--- config.mk ---
export PLATFORM = sky130hd
export DESIGN_NAME = cs_avg4_stage
export DESIGN_NICKNAME = d
export VERILOG_FILES = /design/src/rtl/cs_avg4_stage.sv
export SDC_FILE = /design/constraint.sdc
export NUM_CORES = 1
export LEC_CHECK = 0
export ABC_AREA = 1
export CAP_MARGIN = 20
export CORE_MARGIN = 4
export CORE_UTILIZATION = 51
export DETAILED_ROUTE_END_ITERATION = 12
export PLACE_DENSITY = 0.94
export SLEW_MARGIN = 15
export SYNTH_ARGS = -nofsm -noshare
export SYNTH_HDL_FRONTEND = slang
export SYNTH_SLANG_ARGS = --single-unit
export TNS_END_PERCENT = 100
--- constraint.sdc ---
create_clock -name clk -period 3 [get_ports clk]
set_clock_uncertainty 0.1 [all_clocks]
set_input_delay 0.45 -clock clk [delete_from_list [all_inputs] [get_ports clk]]
set_output_delay 0.45 -clock clk [all_outputs]
set_load 0.01 [all_outputs]
--- src/rtl/cs_avg4_stage.sv ---
// Carry-save resolve, divide-by-4 average and 5-bit saturate, 2-stage valid/ready pipe.
// Optional build macro CS_AVG_ROUND_EN selects round-half-up instead of truncation.
module cs_avg4_stage #(
    parameter int IN_W   = 7,
    parameter int OUT_W  = 5,
    parameter int SHIFT  = 2,
    parameter int LINE_W = 640,
    parameter int COL_W  = 10
) (
    input  logic             clk,
    input  logic             rst,
    input  logic             in_valid,
    output logic             in_ready,
    input  logic [IN_W-1:0]  cs_a,
    input  logic [IN_W-1:0]  cs_b,
    output logic             out_valid,
    input  logic             out_ready,
    output logic [OUT_W-1:0] pix,
    output logic [COL_W-1:0] col,
    output logic             eol
);

    localparam logic [IN_W+1:0]  MAXV = (IN_W+2)'((1 << OUT_W) - 1);
    localparam logic [COL_W-1:0] LAST = COL_W'(LINE_W - 1);

    logic             s1_v_q, s1_v_d;
    logic [IN_W:0]    sum_q, sum_d;
    logic             s2_v_q, s2_v_d;
    logic [OUT_W-1:0] pix_q, pix_d;
    logic [COL_W-1:0] col_q, col_d;

    logic             adv1, adv2, out_hs;
    logic [IN_W+1:0]  q_w;
    logic [OUT_W-1:0] sat_w;

    assign adv2     = s1_v_q && (!s2_v_q || out_ready);
    assign in_ready = !s1_v_q || adv2;
    assign adv1     = in_valid && in_ready;
    assign out_hs   = s2_v_q && out_ready;

`ifdef CS_AVG_ROUND_EN
    localparam logic [IN_W+1:0] RND = (IN_W+2)'(1 << (SHIFT - 1));
    assign q_w = ({1'b0, sum_q} + RND) >> SHIFT;
`else
    assign q_w = {1'b0, sum_q} >> SHIFT;
`endif

    assign sat_w = (q_w > MAXV) ? {OUT_W{1'b1}} : q_w[OUT_W-1:0];

    always_comb begin
        s1_v_d = s1_v_q;
        sum_d  = sum_q;
        s2_v_d = s2_v_q;
        pix_d  = pix_q;
        col_d  = col_q;

        if (adv1) begin
            sum_d = {1'b0, cs_a} + {1'b0, cs_b};
        end
        if (adv1) begin
            s1_v_d = 1'b1;
        end else if (adv2) begin
            s1_v_d = 1'b0;
        end

        if (adv2) begin
            s2_v_d = 1'b1;
            pix_d  = sat_w;
        end else if (out_hs) begin
            s2_v_d = 1'b0;
        end

        // col names the pixel currently held in S2, so it steps only on handshake
        if (out_hs) begin
            col_d = (col_q == LAST) ? '0 : col_q + 1'b1;
        end
    end

    always_ff @(posedge clk) begin
        if (rst) begin
            s1_v_q <= 1'b0;
            sum_q  <= '0;
            s2_v_q <= 1'b0;
            pix_q  <= '0;
            col_q  <= '0;
        end else begin
            s1_v_q <= s1_v_d;
            sum_q  <= sum_d;
            s2_v_q <= s2_v_d;
            pix_q  <= pix_d;
            col_q  <= col_d;
        end
    end

    assign out_valid = s2_v_q;
    assign pix       = pix_q;
    assign col       = col_q;
    assign eol       = s2_v_q && (col_q == LAST);

endmodule

======== Word level (Yosys, flattened, before mapping) ========
Cells that the tools add are included.
storage, ports and cells
  bits in registers ....................... 25
  bits of input ports ..................... 18
  output and inout bits ................... 18
cells by class
  add/subtract/negate cells ............... 2
  magnitude comparators ................... 1
  eq/ne operators ......................... 1
  muxes and demuxes ....................... 6
  reductions and logical operators ........ 10
operators by type and width
  kind                                                                             count
  10-bit by 1-bit adder with 10-bit output, second input constant                  1
  10-bit == test, second input constant                                            1
  10-bit two-way mux                                                               1
  7-bit by 7-bit adder with 8-bit output                                           1
  6-bit by 5-bit greater-than comparator with 1-bit output, second input constant  1
  5-bit two-way mux                                                                1
  1-bit logical AND                                                                4
  1-bit two-way mux                                                                4
  2-bit nonzero test                                                               2
  1-bit zero test                                                                  2
  1-bit logical OR                                                                 2

======== Longest topological paths before layout ========
  word-level depth ........................ 6
  depth in mapped cells ................... 10
  mapped depth without buffers ............ 10

======== Worst setup path before layout ========
No wires, ideal clock.
  kind .................................... register -> output
  from .................................... register col_q[1] (netlist: col[1])
  to ...................................... output port eol
  arrival ................................. 1.068 ns
  required time ........................... 2.450 ns
  setup slack ............................. 1.382 ns
  stages on the path, launching flop included .. 6
  buffers on the path ..................... 0
  cell sequence ........................... dfxtp_1 ha_1 nand2_1 nor2_1 nand3_1 nor2_1
on the way
  word-level cells in the longest chain between the ends .. 2
RTL lines
  what                      line  source
  start: declaration        30    logic [COL_W-1:0] col_q, col_d;
  start signal: assignment  91    col_q <= col_d;
  10-bit == test            98    assign eol = s2_v_q && (col_q == LAST);
  1-bit logical AND         98
  end: declaration          20    output logic eol
No other way between the ends.

======== Worst setup path after layout ========
Same ends and word-level chain as after synthesis.

==> flow_summary.ini <==
[outcome]
status = complete, no violations

[logic_synthesis]
post-synth-top-count-cell = nand2_1
synth_flop_cell = dfxtp_1
synth_edf_count = 0
synth_seq_cells = 23
netlist-cell-type-count = 23
synth.top_cell.area_share = 0.354
synth_commonest_cells = 48 x nand2_1, 38 x inv_1, 23 x dfxtp_1, 16 x nand3_1, 16 x nor2_1
synth_cells = 196
avgSynthCellArea_um2 = 6.65
synthTopCellsByArea = dfxtp_1 35%, nand2_1 14%, inv_1 11%
ys_seq_area_frac = 0.354
synth_warnings = 0
synth_area_leader_cell = dfxtp_1
async_reset_ff_frac = 0
syn_nets = 221
synthesis.area_um2 = 1300

[cts]
cts_hold_buf = 0
cts_tree = built
cts_resized = 0
worstSkewPairLatency_ns = 0.31
root_buffer = clkbuf_4
postCtsSetupBuffers = 0
worst_setup_hold_path_clk_slew_ns = 0.12
cts_buffer_depth = 2
clock-sinks = 23
cts_buffers = 3
htree_levels = 1

[detailed_routing]
viasPerCell = 4.89
ant_nets = 0
wire_per_inst_um = 10.2
dr_total_vias = 1290
drc = 0
routed_wl_um = 2710
first_pass_iters = 4
first_iter_violations = 40

[global_routing]
grt_max_degree = 13
grt_pass1_vias = 1222
antenna_found_initial = 0
grt_pass1_wl_um = 4860
grt_usage = 0.180
overflow = 0

[critical_path]
crit_path_frequent_cell = nor2_1
cp_slowest_cell = clkdlybuf4s50_1
critical_path_class = register to output pin
crit_path_cell_trace = ha_1, nand2_1, nor2_1, nand3_1, nor2_1, clkdlybuf4s50_1
critical_path.startpoint_type = register
cp_slowest_stage_delay_ns = 0.54
required_ns = 2.45
worst_ep_arrival_time_ns = 1.89
crit_fanout = 4
end_kind = output pin

[die]
io-pin-count = 36
design.core.area_um2 = 2450
die_w_um = 58.5
die_y_um = 58.5
die-area_um2 = 3430
start_util = 0.531
rows = 18

[place]
hpwl_um = 2230
gp_congestion = 0.871
numPortBuffers = 35

[timing]
tightest_slew_ns = 0.436
slew_violations = 0
max_clock_freq_mhz = 410
tns_ns = 0
finalHoldViolCount = 0
period_minus_slack_ns = 2.44
slew-limit-headroom = 0.709
grt_setup_unrepaired = no
fin_crit_sh = 0.814
setup_violations = 0

[run]
cap_violations = 0

[final_layout]
drive_gt1_frac = 0.0556
fin_nets = 260
area_growth_pct = 31.5
num_antenna_cells = 0

[power]
p_leak_nw = 0.841
power_density_nw_per_um2 = 352
ir_drop_v = 0.000246
total_power_w = 0.000603

[worst_hold_path]
hold_path.class = register to register
-- metal layers --
layer / share of wire / up-vias / global-route usage
met2: 0.50 / 39 / 0.335
met5: 0 / - / 0
li1: - / 693 / -
met1: 0.42 / 552 / 0.189
met3: 0.050 / 6 / 0.0263
met4: 0.031 / 0 / 0.106
-- report_power, final --
part | total [W] | switching (W) | leakage [nW] | internal [W]
Clock | 0.000143 | 0.0000912 | 0.0150 | 0.0000520
Combinational | 0.000132 | 0.0000687 | 0.638 | 0.0000633
Sequential | 0.000328 | 0.00000733 | 0.188 | 0.000320
Total | 0.000603 | 0.000167 | 0.841 | 0.000436
-- path summary, 6_finish.rpt --
check,to,from,slack [ns],cells past startpoint
max,eol,col[1],0.56,6
min,pix[3],sum_q[5],0.37,2
max reg2reg,col[9],col[1],1.46,10
min reg2reg,pix[3],sum_q[5],0.37,2
-- cell usage in the layout, fill, tap and decap left out --
master           instances
a21o_1                   1
nor3b_1                  1
nand3b_1                 1
clkbuf_1                 1
nand2_2                  3
clkdlybuf4s50_1         35
nand4_1                  1
a211oi_1                 1
inv_2                    1
nor3_2                   1
ha_1                     7
nor2_4                   2
nand2_1                 48
xor2_1                   2
clkbuf_4                 3
nor2_1                  16
nand2_4                  1
nor2_2                   2
inv_1                   38
a31oi_1                  4
nor3_1                   3
dfxtp_1                 23
o21ai_0                  9
a21oi_1                 14
nand3_1                 16
-- critical path, delay by kind of cell, from the launching register on --
kind / cells / cell delay [ns]
DFF: 1 / 0.40
and+or+nand+nor: 4 / 0.45
buffers and inverters: 1 / 0.54
adders and majority gates: 1 / 0.19
-- sequential cells by signal (all words and copies together) (netlist names) --
register and count:
col 10, pix 5, sum_q 6, out_valid 1
s1_v_q 1
-- cells by family after synthesis --
family                     Yosys count  share of synthesized area
and+or+nand+nor                     95                      0.331
buffers and inverters               40                      0.115
AOI/OAI and AO/OA                   29                      0.119
DFF                                 23                      0.354
adders and majority gates            7                     0.0672
xor gates and xnor gates             2                     0.0135
-- area by class of cell --
type	count	area, µm²
clock buffer	4	26.3
fill	219	742
inverter	39	146
multi-input combinational	133	692
sequential	23	460
tap	30	37.5
timing repair buffer	35	350
-- metrics by stage --
stage | utilization | setup WS [ns] | hold slack, ns | instance area [µm²] | std cells
2_1_floorplan | - | 1.38 | 0.338 | 1300 | 196
3_3_place_gp | 0.687 | 0.784 | 0.349 | 1690 | 260
3_5_place_dp | 0.687 | 0.786 | 0.355 | 1690 | 260
4_1_cts | 0.698 | 0.556 | 0.371 | 1710 | 264
5_1_grt | 0.698 | 0.429 | 0.375 | 1710 | 264
6_report | 0.698 | 0.559 | 0.371 | 1710 | 264
(Power assumes the default switching activity.)
